File: src/rtl/sample_sink_pdm.sv
// sample_sink_pdm: captures the signed sample on each rising edge of the
// sample-rate strobe, guards it with a watchdog, and converts the held value
// into a registered 1-bit pulse-density stream (first- or second-order).
module sample_sink_pdm #(
    parameter int DATA_BITS = 12,
    parameter int ORDER     = 1,
    parameter int TIMEOUT   = 4096
) (
    input  logic                        clk,
    input  logic                        rst,
    input  logic                        sample_clk,
    input  logic signed [DATA_BITS-1:0] in,
    input  logic                        mute,
    output logic signed [DATA_BITS-1:0] held,
    output logic                        sample_strobe,
    output logic                        stale,
    output logic                        pdm_out
);

    localparam int CNT_W = $clog2(TIMEOUT + 1);
    localparam int IW    = DATA_BITS + 4;  // second-order integrator width
    localparam int EW    = IW + 2;         // headroom for integrator sums
    localparam logic [CNT_W-1:0] TIMEOUT_C  = CNT_W'(TIMEOUT);
    localparam logic [CNT_W-1:0] TIMEOUT_M1 = CNT_W'(TIMEOUT - 1);

    // Clamp a widened integrator sum back into the signed IW-bit range.
    function automatic logic signed [IW-1:0] sat(input logic signed [EW-1:0] v);
        logic signed [EW-1:0] hi;
        logic signed [EW-1:0] lo;
        hi = {3'b000, {(IW-1){1'b1}}};
        lo = {3'b111, {(IW-1){1'b0}}};
        if (v > hi)
            sat = hi[IW-1:0];
        else if (v < lo)
            sat = lo[IW-1:0];
        else
            sat = v[IW-1:0];
    endfunction

    logic                        sc_q;
    logic                        capture;
    logic [CNT_W-1:0]            wd_cnt;
    logic signed [DATA_BITS-1:0] mod_x;

    // A capture is a 0->1 transition of the strobe as seen at this clock edge.
    assign capture = sample_clk & ~sc_q;

    // Muting replaces the modulator input only; the held sample is untouched.
    assign mod_x = mute ? '0 : held;

    // Previous strobe level for edge detection; cleared by reset so a strobe
    // that is already high right after reset still counts as an edge.
    always_ff @(posedge clk) begin
        if (rst)
            sc_q <= 1'b0;
        else
            sc_q <= sample_clk;
    end

    // Sample capture plus watchdog; a capture beats a coinciding timeout.
    always_ff @(posedge clk) begin
        if (rst) begin
            held          <= '0;
            sample_strobe <= 1'b0;
            stale         <= 1'b1;
            wd_cnt        <= '0;
        end else if (capture) begin
            held          <= in;
            sample_strobe <= 1'b1;
            stale         <= 1'b0;
            wd_cnt        <= '0;
        end else begin
            sample_strobe <= 1'b0;
            if (wd_cnt >= TIMEOUT_M1) begin
                // count reaches TIMEOUT on this edge, then stays there
                wd_cnt <= TIMEOUT_C;
                held   <= '0;
                stale  <= 1'b1;
            end else begin
                wd_cnt <= wd_cnt + CNT_W'(1);
            end
        end
    end

    if (ORDER == 2) begin : g_order2
        localparam logic signed [EW-1:0] FB_MAG =
            {{(EW-DATA_BITS){1'b0}}, 1'b1, {(DATA_BITS-1){1'b0}}};

        logic signed [EW-1:0] fb;
        logic signed [EW-1:0] x_ext;
        logic signed [EW-1:0] s1;
        logic signed [EW-1:0] s2;
        logic signed [IW-1:0] i1;
        logic signed [IW-1:0] i2;
        logic signed [IW-1:0] i1_nxt;
        logic signed [IW-1:0] i2_nxt;

        // CIFB loop: both integrators subtract the half-scale feedback of the
        // previous output bit; the second one integrates the updated first one.
        always_comb begin
            fb     = pdm_out ? FB_MAG : -FB_MAG;
            x_ext  = EW'(mod_x);
            s1     = EW'(i1) + x_ext - fb;
            i1_nxt = sat(s1);
            s2     = EW'(i2) + EW'(i1_nxt) - fb;
            i2_nxt = sat(s2);
        end

        // Integrator state and quantizer output.
        always_ff @(posedge clk) begin
            if (rst) begin
                i1      <= '0;
                i2      <= '0;
                pdm_out <= 1'b0;
            end else begin
                i1      <= i1_nxt;
                i2      <= i2_nxt;
                pdm_out <= ~i2_nxt[IW-1];
            end
        end
    end else begin : g_order1
        logic [DATA_BITS-1:0] acc;
        logic [DATA_BITS-1:0] u;
        logic [DATA_BITS:0]   sum;

        // Offset-binary view of the input: flipping the sign bit maps
        // -2^(N-1)..2^(N-1)-1 onto 0..2^N-1.
        assign u   = {~mod_x[DATA_BITS-1], mod_x[DATA_BITS-2:0]};
        assign sum = {1'b0, acc} + {1'b0, u};

        // Phase accumulator; its carry-out is the output bit.
        always_ff @(posedge clk) begin
            if (rst) begin
                acc     <= '0;
                pdm_out <= 1'b0;
            end else begin
                acc     <= sum[DATA_BITS-1:0];
                pdm_out <= sum[DATA_BITS];
            end
        end
    end

endmodule

File: config.mk
export PLATFORM = sky130hd
export DESIGN_NAME = sample_sink_pdm
export DESIGN_NICKNAME = d
export VERILOG_FILES = /design/src/rtl/sample_sink_pdm.sv
export SDC_FILE = /design/constraint.sdc
export NUM_CORES = 1
export LEC_CHECK = 0
export BUFFER_PORTS_ARGS = -buffer_cell sky130_fd_sc_hd__buf_2
export CORE_MARGIN = 3
export CORE_UTILIZATION = 55
export DETAILED_ROUTE_END_ITERATION = 12
export HOLD_SLACK_MARGIN = 0.08
export MAX_ROUTING_LAYER = met4
export PLACE_DENSITY = 0.78
export SLEW_MARGIN = 20
export SYNTH_ARGS = -nofsm -noshare
export SYNTH_HDL_FRONTEND = slang
export SYNTH_SLANG_ARGS = --single-unit
File: constraint.sdc
create_clock -name clk -period 3.1 [get_ports clk]
set_clock_uncertainty 0.2 [all_clocks]
set_input_delay 0.31 -clock clk [delete_from_list [all_inputs] [get_ports clk]]
set_output_delay 0.31 -clock clk [all_outputs]
set_load 0.02 [all_outputs]
; Yosys cells after proc, flatten, opt, wreduce, memory -nomap -nowiden
; Index checks and enable logic that the tools add are counted.
; W data, S select, Z words.
[totals]
regBits = 41
latch_bits = 0
ram_bits = 0
romBits = 0
word_cells = 24
memories = 0
[classes]
addsub = 2
multipliers = 0
div = 0
n_lt_le_gt_ge = 1
n_eq_ne = 0
shifts = 0
n_mux = 7
bitwise = 3
reduce_logical = 3
[op_table]
columns = op, count
row1 = $mux W12, 3
row2 = $add A12 B12 Y13, 1
row3 = $add A13 B1 Y13 const B, 1
row4 = $ge A13 B12 Y1 const B, 1
row5 = $mux W13, 1
row6 = $mux W1, 3
row7 = $reduce_or A3 Y1, 1
row8 = $not A1 Y1, 2
row9 = $reduce_bool A2 Y1, 1
row10 = $reduce_or A2 Y1, 1
row11 = $and A1 B1 Y1, 1

; Longest topological paths before layout
[depth]
ltp_word = 3
depth_mapped = 9

; Worst setup path before layout
; Ideal clock, no wire load.
[synth_timing]
kind = input port to flip-flop
start = input mute
end = register g_order1.acc[10]
t_arrival_ns = 2.070
t_required_ns = 2.779
path_slack_ns = 0.710
stages = 8
path_buffers = 1
path_cell_list = clkbuf_1 nor2b_1 ha_1 fa_1 a21oi_1 o21ai_1 a21oi_1 mux2_2
[synth_between]
elab_chain_cells = 2
[synth_rtl]
columns = element, line
row1 = from (decl), 13  ; input logic mute,
row2 = $mux W12, 49  ; assign mod_x = mute ? '0 : held;
row3 = $add A12 B12 Y13, 129  ; assign sum = {1'b0, acc} + {1'b0, u};
row4 = to (signal assigned), 137  ; acc <= sum[DATA_BITS-1:0];
row5 = to (decl), 122  ; logic [DATA_BITS-1:0] acc;
; No other way between the ends.
; A chain may end at the register's enable or synchronous reset.

; Final worst setup path
[layout_timing]
start = register held[1]
end = register g_order1.acc[11]
[layout_between]
elab_chain_cells = 2
[layout_rtl]
columns = element, line
row1 = from (decl), 14  ; output logic signed [DATA_BITS-1:0] held,
row2 = from (signal assigned), 68  ; held <= in;
row3 = $mux W12, 49
row4 = $add A12 B12 Y13, 129
; No other way between the ends.

==> impl_metrics.yaml <==
status:
  outcome: "finished clean"
yosys:
  yosysTopAreaCellShare_pct: 41.7
  netlist_instances: 205
  synth_enable_flop_cells: 0
  synth-seq-cells: 41
  yosys.area_share.simple_pct: 19.7
  synth_compound_gate_area_share_pct: 17.9
  syn_avg_cell_area_um2: 9.61
  synth_fa_ha_area_share_pct: 9.28
  synth.cell_area_mm2: 0.00197
  synth.area.mux_share_pct: 1.72
  yosysSeqAreaShare_pct: 41.7
  postSynth.asyncResetShare_pct: 0
  synth_top_family_by_area: "simple AND/OR/NAND/NOR gates"
  synth_nets: 235
  synthDistinctLibCells: 43
  synthTopCellsByArea: "dfxtp_1 42%, ha_1 8.3%, nor2b_1 5.4%"
  synth_area_leader_cell: "dfxtp_1"
  synth-xor-area-share_pct: 7.12
  yosysWarnings: 0
  synth_flop_cell: "dfxtp_1"
cells_and_area:
  mostFrequentLayoutCells: "41 x dfxtp_1, 30 x buf_2, 27 x nor2_1, 17 x nor2b_1"
  finalNetCount: 276
  final_common_cell: "dfxtp_1"
  nFillCells: 265
  drive_gt1_share_pct: 18.2
  area_growth_syn_to_layout_pct: 17.5
  antenna_cells: 0
timing:
  rsz0062_at_grt: "no"
  finalSetupViolCount: 0
  setup_ws_ns: 0.703
  max_slew.worst_pin.slew_ns: 0.557
  maxSlewHeadroom_pct: 62.8
  period_share_pct: 77.3
  fmax_mhz: 417
  fin_setup_tns_ns: 0
  finalHoldViolCount: 0
  finalCriticalPeriod_ns: 2.40
  drv_slew: 0
  worst_hold_slack_ns: 0.136
grt:
  grt-ovfl-total: 0
  antenna_found_initial: 0
  grt_pass1_wl_um: 6590
  track_usage_pct: 20.7
  grt_pass1_vias: 1485
  grt_max_degree: 21
die:
  die-area_mm2: 0.00433
  coreArea_mm2: 0.00339
  fp-row-count: 21
  die_w_um: 65.8
  die_y_um: 65.8
  start_util_pct: 58.1
  ios: 31
routing:
  drt-total-wl_um: 3800
  wl_per_cell_um: 13.0
  via_per_inst: 5.24
  ant_nets: 0
  drc: 0
  vias: 1534
  firstDrtPassIters: 4
  drt_iter0_drc: 89
cts:
  h-tree-depth: 2
  cts_sinks: 41
  cts_inserted_buffers: 5
  cts_tree: "built"
  post_cts_resized: 0
  root_buffer: "clkbuf_4"
  clkLatencyLatePin_ns: 0.36
  clk_path_buf_depth: 2
  post_cts_buffers: 0
  clk_pin_slew_worst_paths_ns: 0.12
worst_hold_path:
  hold_path_class: "primary input to flop"
setup_path:
  cp.required_ns: 3.15
  worst-setup-path-type: "flop to flop"
  end_kind: "flop"
  arrival_ns: 2.45
  crit_path_start_kind: "flop"
  cp_max_fo: 3
pwr:
  vdd_drop_max_mv: 0.307
  total_power_w: 0.000958
  p_per_area_mw_per_mm2: 414
  p_leak_nw: 1.08
placement:
  dp_hpwl_um: 2630
  gp_congestion: 0.800
  io_buffers: 30
  pre_cts_ws_ns: 0.574
run:
  max_cap_viol_count: 0
[area by class of cell]
cell class / instances / area, um^2 / share of cell area [%]
Clock buffer: 6 / 41.3 / 1.78
Inverter: 2 / 7.51 / 0.324
Timing Repair Buffer: 43 / 280 / 12.1
Sequential cell: 41 / 821 / 35.5
Multi-Input combinational cell: 153 / 1100 / 47.4
Tap cell: 46 / 57.6 / 2.49
Clock inverter: 2 / 10.0 / 0.433
[stage by stage]
| stage | cell area, um^2 | util (%) | instances |
|---|---|---|---|
| global route | 2310 | 68.3 | 293 |
| CTS | 2310 | 68.3 | 293 |
| detailed placement | 2130 | 62.9 | 272 |
| finish | 2310 | 68.3 | 293 |
| floorplan | 1970 | - | 205 |
| global placement | 2130 | 62.9 | 272 |
[path summary, 6_finish.rpt]
path	slack (ns)	cells after the start	start	end
setup / recovery	0.70	7	held[1]	g_order1.acc[11]
hold / removal	0.14	2	rst	g_order1.acc[4]
setup reg to reg	0.70	7	held[1]	g_order1.acc[11]
hold reg to reg	0.25	1	wd_cnt[0]	wd_cnt[0]
[sequential cells by signal, indices dropped and copies added, names as in the netlist]
name / flops
g_order1.acc: 12
held: 12
pdm_out: 1
sample_strobe: 1
sc_q: 1
stale: 1
wd_cnt: 13
[kinds of logic (layout without fill, tap and decap cells)]
kind of cell    count (synthesis)  in the layout
mux                             3              3
compound gates                 44             44
buf+inv                        11             53
xor+xnor                       16             16
flops                          41             41
simple gates                   76             76
fa+ha+maj                      14             14
[critical path: stages, from the launching register on]
cell	delay [ns]
dfxtp_1	0.37
nor2b_1	0.23
ha_1	0.28
a21oi_1	0.20
o211ai_1	0.15
or2_1	0.27
a221oi_2	0.26
mux2_1	0.34
[metal layers]
layer	track usage, %	routed length [um]
met1	24.7	1860
met2	31.4	1680
met3	6.97	150
met4	9.84	114
met5	-	0
[cell usage after synthesis (all sizes together), types with 2 or more instances]
cell and n:
clkbuf 5, and3 3, nor2 27, dfxtp 41
ha 13, and4 2, nor2b 17, a22o 12
mux2 3, xnor2 10, o21ai 2, o21bai 2
xor2 6, nand3 6, nand2b 2, nand2 10
o21a 2, a221oi 3, a31oi 2, a21o 4
a21oi 10, and2 5, inv 2, buf 4
[power by group]
group	leakage (nW)	switching, W	internal (W)
logic	0.709	0.0000743	0.0000628
clock network	0.0320	0.000171	0.0000865
registers	0.335	0.0000126	0.000551
total	1.08	0.000258	0.000700
[what timing repair did]
action,in CTS,in global routing
hold buffers,13,0
endpoints found under the setup margin,0,0
hold endpoints to repair,13,0
No activity file was read; power rests on OpenSTA's default activity.
